[src/rtl/reset_sequencer_pkg.sv]
// reset_sequencer_pkg: shared definitions for the core reset sequencer.
//   seq_state_e  - sequencer FSM states (HOLD, ALIGN, RUN)
//   cnt_width()  - counter width helper that never returns zero
package reset_sequencer_pkg;

  typedef enum logic [1:0] {
    HOLD  = 2'd0,
    ALIGN = 2'd1,
    RUN   = 2'd2
  } seq_state_e;

  // Width needed to count 0..n-1; at least one bit so n==1 still elaborates.
  function automatic int unsigned cnt_width(input int unsigned n);
    return (n > 1) ? $clog2(n) : 1;
  endfunction

endpackage

[src/rtl/reset_sequencer_debounce.sv]
// debounce: button synchronizer plus stable-count debouncer.
//   clk_i    system clock
//   reset_i  synchronous active-high reset
//   btn_i    raw asynchronous button level
//   deb      debounced button level (registered)
//   press    strobe, true in the cycle deb is about to rise (from registered state)
module debounce
  import reset_sequencer_pkg::*;
#(
  parameter int unsigned DEBOUNCE_CYCLES = 1000000,
  parameter int unsigned SYNC_STAGES     = 2
) (
  input  logic clk_i,
  input  logic reset_i,
  input  logic btn_i,
  output logic deb,
  output logic press
);

  localparam int unsigned DCW = cnt_width(DEBOUNCE_CYCLES);

  logic [SYNC_STAGES-1:0] sync;
  logic [DCW-1:0]         dcnt;
  logic                   s;
  logic                   done;

  assign s     = sync[SYNC_STAGES-1];
  assign done  = (s != deb) && (dcnt == DCW'(DEBOUNCE_CYCLES - 1));
  // Only debounced rises produce an event; releases just update deb.
  assign press = done & s;

  always_ff @(posedge clk_i) begin
    if (reset_i) begin
      sync <= '0;
      deb  <= 1'b0;
      dcnt <= '0;
    end else begin
      sync <= {sync[SYNC_STAGES-2:0], btn_i};
      if (s == deb) begin
        dcnt <= '0;
      end else if (done) begin
        deb  <= s;
        dcnt <= '0;
      end else begin
        dcnt <= dcnt + 1'b1;
      end
    end
  end

endmodule

[src/rtl/reset_sequencer.sv]
// reset_sequencer: builds the core reset from the global reset and a debounced
// push-button, and releases it just after a core-clock falling edge.
//   clk_i         system clock
//   reset_i       synchronous active-high global reset (highest priority)
//   btn_i         raw asynchronous button, active-high
//   core_clk_i    divided core clock, sampled as data in the clk_i domain
//   core_reset_o  registered active-high reset to the core
//   ready_o       registered, high while the core is out of reset
//   btn_event_o   registered one-cycle pulse per debounced press
module reset_sequencer
  import reset_sequencer_pkg::*;
#(
  parameter int unsigned DEBOUNCE_CYCLES = 1000000,
  parameter int unsigned HOLD_EDGES      = 16,
  parameter int unsigned SYNC_STAGES     = 2
) (
  input  logic clk_i,
  input  logic reset_i,
  input  logic btn_i,
  input  logic core_clk_i,
  output logic core_reset_o,
  output logic ready_o,
  output logic btn_event_o
);

  localparam int unsigned ECW = $clog2(HOLD_EDGES + 1);

  seq_state_e     state;
  logic [ECW-1:0] ecnt;
  logic           cq;
  logic           rise;
  logic           fall;
  logic           press;
  logic           btn_level;

  debounce #(
    .DEBOUNCE_CYCLES (DEBOUNCE_CYCLES),
    .SYNC_STAGES     (SYNC_STAGES)
  ) u_debounce (
    .clk_i   (clk_i),
    .reset_i (reset_i),
    .btn_i   (btn_i),
    .deb     (btn_level),
    .press   (press)
  );

  assign rise = core_clk_i & ~cq;
  assign fall = ~core_clk_i & cq;

  // A press outranks any edge-driven transition in the same cycle.
  always_ff @(posedge clk_i) begin
    if (reset_i) begin
      state        <= HOLD;
      ecnt         <= '0;
      cq           <= 1'b0;
      core_reset_o <= 1'b1;
      ready_o      <= 1'b0;
      btn_event_o  <= 1'b0;
    end else begin
      cq          <= core_clk_i;
      btn_event_o <= press;
      if (press) begin
        state        <= HOLD;
        ecnt         <= '0;
        core_reset_o <= 1'b1;
        ready_o      <= 1'b0;
      end else begin
        unique case (state)
          HOLD: begin
            if (rise) begin
              ecnt <= ecnt + 1'b1;
              if (ecnt == ECW'(HOLD_EDGES - 1)) state <= ALIGN;
            end
          end
          ALIGN: begin
            if (fall) begin
              state        <= RUN;
              core_reset_o <= 1'b0;
              ready_o      <= 1'b1;
            end
          end
          RUN: ;
          default: begin
            state        <= HOLD;
            ecnt         <= '0;
            core_reset_o <= 1'b1;
            ready_o      <= 1'b0;
          end
        endcase
      end
    end
  end

  // Every event coincides with the debounced level having just gone high.
  assert property (@(posedge clk_i) disable iff (reset_i) btn_event_o |-> btn_level);

endmodule
[config.mk]
export PLATFORM = sky130hd
export DESIGN_NAME = reset_sequencer
export DESIGN_NICKNAME = d
export VERILOG_FILES = /design/src/rtl/reset_sequencer_pkg.sv /design/src/rtl/reset_sequencer_debounce.sv /design/src/rtl/reset_sequencer.sv
export SDC_FILE = /design/constraint.sdc
export NUM_CORES = 1
export LEC_CHECK = 0
export CAP_MARGIN = 10
export CORE_ASPECT_RATIO = 1.25
export CORE_MARGIN = 5
export CORE_UTILIZATION = 55
export DETAILED_ROUTE_END_ITERATION = 10
export PLACE_DENSITY = 0.83
export SYNTH_ARGS = -nofsm -noshare
export SYNTH_HDL_FRONTEND = slang
export SYNTH_HIERARCHICAL = 1
export SYNTH_SLANG_ARGS = --single-unit
[constraint.sdc]
create_clock -name clk_i -period 2.8 [get_ports clk_i]
set_clock_uncertainty 0.1 [all_clocks]
set_input_delay 0.56 -clock clk_i [delete_from_list [all_inputs] [get_ports clk_i]]
set_output_delay 0.56 -clock clk_i [all_outputs]
set_load 0.02 [all_outputs]
==> results.tsv, run 1 <==
metric	value	unit
yosys warns	6	
Post-Syn Instances	175	
PD cells	468	nW/um^2
arrival time at the worst endpoint	2.45	ns
IO buf count	6	
outcome	finished, final reports clean	
cts hold-fix bufs	0	
Setup TNS Final	0	ns
Netlist Area Pre-Place	1550	um^2
crit path kind	reg2reg	
Buf/Inv on CP	0	
most frequent cells after synthesis	34 x dfxtp_1, 18 x nor2_1, 11 x a21oi_1	
worst r2r path cells	5	
H-tree depth	2	
CTS sink cnt	34	
Initial Util	57.3	%
Pwr Total	802	uW
Seq cells post-synth	34	
Netlist cell types	38	
crit-path cells	ha_1 -> nand2_1 -> or4_1 -> or4_1 -> a21oi_1	
GRT Overall Usage	15.6	%
total leakage power	0.545	nW
Fmax	438	MHz
Die Area	3990	um^2
core box area	2710	um^2
FP Rows	21	
TritonCTS clock tree	yes	
Final setup viols	0	
number of global-route vias before repair	1153	
chip width	57.5	um
Worst VDD drop	357	uV
Setup Buffers After CTS	0	
Overflow after GRT	0	
Layout Nets	196	
Synth Flop Type	dfxtp_1	
Syn Nets	185	
Hold Vio Cnt, Final	0	
CP max FO	7	
Setup crit end kind	register	
Final GP Congestion	0.814	
largest net degree at the start of global routing	21	
Tmin final	2.29	ns
DR iter-0 viols	42	
first-pass GRT wire length	4950	um
post-CTS sizing	0	
syn_area_per_cell	8.87	um^2
most frequent cell after synthesis	dfxtp_1	
initial antenna violation count	0	
Max stage delay on crit path	0.63	ns
share of the synthesized area in the top cell type	43.9	%
IO Count	7	
CP max-delay cell	or4_1	
clk root buf	clkbuf_4	
routed vias/inst	5.67	
CP required	2.97	ns
WL/cell	13.5	um
Synth area leaders	dfxtp_1 44%, xnor2_1 5.6%, ha_1 4.8%	
reg-to-reg setup timing slack	0.51	ns
reg2reg end	u_debounce/dcnt[18]	
number of clock buffers inserted by TritonCTS	5	
critical path's top delay family	simple AND/OR/NAND/NOR gates	
final wirelength	2980	um
clock latency on the worst-skew pair	0.35	ns
DP Wirelength	2100	um
slew of the pin with the lowest slew margin	0.436	ns
critical path's most frequent cell	or4_1	
Max Slew Vio Count	0	
WHS	0.350	ns
r2r startpoint	u_debounce/dcnt[0]	
Clock Tree Buf Depth	2	
hold path depth	1	
placed cell areas	1650	um^2
DIE HEIGHT	69.4	um
Yosys top cell by area	dfxtp_1	
Final Util	63.3	%
RSZ-0062 raised after global routing	no	
routed via count	1254	
drt pass-1 iters	4	
sequential element share of the synthesized area	43.9	%
Post-synth EDFFs	0	
Antenna Cells	0	
Slew headroom	70.6	%
CTS clk-pin slew, worst paths	0.10	ns
area grow syn2layout	10.4	%
fillers	237	
Final Cell Area	1710	um^2
Hold/Removal Path Class	reg2reg	
post-route ant nets	0	
Post-route DRC	0	
max cap viols	0	
share of cells above drive strength 1	8.02	%
period utilization	81.6	%
WHS Endpoint	u_debounce/sync[1]	
Async SR Flop Fraction	0	%
Startpoint Class	register	
min-delay src	u_debounce/sync[0]	
[power by group]
group          switching, mW  internal (mW)
Combinational         0.0133         0.0131
Sequential           0.00384          0.489
Clock                  0.162          0.122
[area by class of cell]
cell class	instances	area, um^2	share of cell area, %
clock buffers	7	55.1	3.21
well taps	34	42.5	2.48
inverters	8	30.0	1.75
clock inverters	1	5.00	0.292
multi-input cells	129	825	48.1
flip-flops and latches	34	681	39.7
repair buffers	8	75.1	4.38
[per-stage QoR]
| step | setup slack (ns) | instances |
|---|---|---|
| 3_5_place_dp | 0.549 | 213 |
| 2_1_floorplan | 0.725 | 175 |
| 4_1_cts | 0.512 | 221 |
| 3_3_place_gp | 0.607 | 213 |
| 6_report | 0.515 | 221 |
| 5_1_grt | 0.356 | 221 |
[registers in the layout (all words and copies together) (netlist names)]
| signal | count |
|---|---|
| ready_o | 1 |
| ecnt | 5 |
| btn_event_o | 1 |
| u_debounce/sync | 2 |
| u_debounce/dcnt | 20 |
| core_reset_o | 1 |
| u_debounce/deb | 1 |
| state | 2 |
| cq | 1 |
[cell usage in the layout, fill, tap and decap left out, types with 2 or more instances in the layout]
master | netlist | routed
dfxtp_1 | 34 | 34
nor2_1 | 18 | 18
a21oi_1 | 11 | 11
xnor2_1 | 10 | 10
nand2_1 | 9 | 9
nand3_1 | 9 | 9
inv_1 | 8 | 8
o21ai_0 | 9 | 8
ha_1 | 6 | 6
clkdlybuf4s50_1 | 0 | 6
or3_1 | 6 | 6
nor2b_1 | 5 | 5
nor3_1 | 5 | 5
clkbuf_4 | 0 | 5
nand2b_1 | 4 | 4
xor2_1 | 4 | 4
or4_1 | 4 | 4
nand4_1 | 3 | 3
and3_1 | 2 | 2
a211oi_1 | 2 | 2
mux2i_1 | 2 | 2
and2_1 | 2 | 2
buf_4 | 0 | 2
nor4_1 | 2 | 2
o31ai_1 | 2 | 2
[layer usage]
layer,track usage [%],routed length [um]
met3,5.03,117
met2,24.9,1440
met5,0,0
met4,8.51,76
met1,17.9,1340
[worst max path at each step]
stage / slack, ns / startpoint / depth (start not counted) / endpoint
CTS: 0.51 / u_debounce/dcnt[0] / 5 / u_debounce/dcnt[18]
floorplan: 0.72 / u_debounce/dcnt[0] / 6 / u_debounce/dcnt[18]
global placement: 0.61 / core_clk_i / 5 / core_reset_o
detailed placement: 0.55 / u_debounce/dcnt[0] / 5 / u_debounce/dcnt[18]
finish: 0.51 / u_debounce/dcnt[0] / 5 / u_debounce/dcnt[18]
global route: 0.36 / u_debounce/dcnt[0] / 5 / u_debounce/dcnt[18]
[kinds of logic after synthesis]
kind of cell,count (synthesis),share of synthesized area [%]
DFF,34,43.9
AOI/OAI and AO/OA,30,11.7
buffers and inverters,12,2.98
and+or+nand+nor,77,27.4
adders and majority gates,6,4.84
muxes,2,1.29
xor gates and xnor gates,14,7.90
[worst register-to-register path: cells and delay by family (launching register included)]
family,cells,cell delay [ns]
and+or+nand+nor,3,1.25
DFF,1,0.41
adders and majority gates,1,0.30
AOI/OAI and AO/OA,1,0.16
(Power assumes the default switching activity.)
==> run 2: changes to the inputs <==
clock period = 2.2 ns   (was 2.8 ns; I/O delays follow)
==> run 2 against run 1 <==
Against the previous run: routed wire length is 4.8% lower; global-route usage is 0.44 points higher; die area stayed put; sequential cell count stayed put; combinational power is 34% higher; cell area is 1.5% higher; register-to-register slack worse by 0.36 ns; largest cell class unchanged; critical path depth stayed put; power is 24% higher.
==> results.tsv, run 2 (synthesis results as in run 1) <==
metric	value	unit
outcome	finished, final reports clean	
arrival time at the worst endpoint	2.21	ns
DR iter-0 viols	14	
most common cell after layout, fill and taps aside	dfxtp_1	
placed cell areas	1680	um^2
Fmax	489	MHz
Final setup viols	0	
final wirelength	2840	um
CTS sink cnt	34	
GRT Overall Usage	16.0	%
total leakage power	0.561	nW
non-filler cells, final	223	
Final Cell Area	1740	um^2
Setup TNS Final	0	ns
Overflow after GRT	0	
clk root buf	clkbuf_4	
CP max FO	7	
Antenna Cells	0	
initial antenna violation count	0	
RSZ-0062 raised after global routing	no	
PD cells	572	nW/um^2
routed via count	1243	
Most Crowded Layer GR	met2	
Biggest register	u_debounce/dcnt	
min setup slack post-route	0.156	ns
number of global-route vias before repair	1218	
dpl cells	217	
max cap viols	0	
Hold Vio Cnt, Final	0	
Setup crit end kind	register	
Post-route DRC	0	
Clock Tree Buf Depth	2	
chip width	57.5	um
FP Rows	21	
pre-CTS setup slack	0.0780	ns
crit path kind	reg2reg	
core box area	2710	um^2
biggest regs	u_debounce/dcnt (20), ecnt (5)	
Worst VDD drop	451	uV
Slew headroom	73.1	%
largest net degree at the start of global routing	21	
IO buf count	6	
share of cells above drive strength 1	10.1	%
cts hold-fix bufs	0	
period utilization	92.9	%
TritonCTS clock tree	yes	
IO Count	7	
Pwr Total	995	uW
Initial Util	57.3	%
Die Area	3990	um^2
post-route ant nets	0	
commonest cells after routing, fill and taps aside	34 x dfxtp_1, 18 x nor2_1, 11 x a21oi_1	
drt pass-1 iters	4	
DP Wirelength	2120	um
area grow syn2layout	12.0	%
Max Slew Vio Count	0	
DIE HEIGHT	69.4	um
clock latency on the worst-skew pair	0.33	ns
Tmin final	2.04	ns
routing usage on met3	4.47	%
area of the multi-input gates	828	um^2
routed vias/inst	5.57	
fillers	222	
WL/cell	12.7	um
CP required	2.37	ns
H-tree depth	2	
grt met2 use	26.0	%
Largest register FFs	20	
Layout Nets	200	
Final GP Congestion	0.862	
slew of the pin with the lowest slew margin	0.399	ns
Startpoint Class	register	
first-pass GRT wire length	5080	um
register area	681	um^2
CTS clk-pin slew, worst paths	0.09	ns
Hold/Removal Path Class	reg2reg	
M1 GR Usage	18.6	%
number of clock buffers inserted by TritonCTS	5	
## run 2: cell types whose count changed in the layout (fill, tap and decap cells not counted), sizes merged
cell / previous run / this run
buf: 2 / 6
clkbuf: 7 / 6
clkinv: 1 / 0
## run 2: worst paths after layout
kind	from	end	slack [ns]	cells past startpoint
max	u_debounce/dcnt[0]	u_debounce/dcnt[18]	0.16	5
min	u_debounce/sync[0]	u_debounce/sync[1]	0.34	1
max reg2reg	u_debounce/dcnt[0]	u_debounce/dcnt[18]	0.16	5
min reg2reg	u_debounce/sync[0]	u_debounce/sync[1]	0.34	1
## run 2: what timing repair did
action | in CTS | in global routing
resized for setup | 0 | 1
setup endpoints to repair | 0 | 1
buffers inserted | 0 | 0
## run 2: area by class of cell
class                           instances  area share (%)
Sequential cell                        34            39.2
Multi-Input combinational cell        129            47.7
Tap cell                               34            2.45
Inverter                                8            1.73
Clock buffer                            6            2.95
Timing Repair Buffer                   12            6.05
## run 2: metal layers
layer / vias to the layer above / part of all wire, %
met5: - / 0
met4: 0 / 2.5
met3: 9 / 2.6
met2: 17 / 49
met1: 575 / 46
li1: 642 / -
## run 2: report_power, final
part	switching (mW)	internal (mW)	total [mW]
registers	0.00508	0.622	0.627
clock network	0.189	0.144	0.333
logic	0.0172	0.0181	0.0353
## run 2: worst max-delay path: stages (launching register included)
cell	delay, ns
dfxtp_1	0.40
ha_1	0.19
nand2_1	0.07
or4_4	0.57
or4_1	0.50
a21oi_1	0.15
## run 2: metrics by stage
step / utilization (%) / hold WS, ns
after floorplan: - / 0.314
after global placement: 62.2 / 0.321
after CTS: 64.1 / 0.343
after detailed placement: 62.2 / 0.320
after global routing: 64.2 / 0.357
final: 64.2 / 0.340
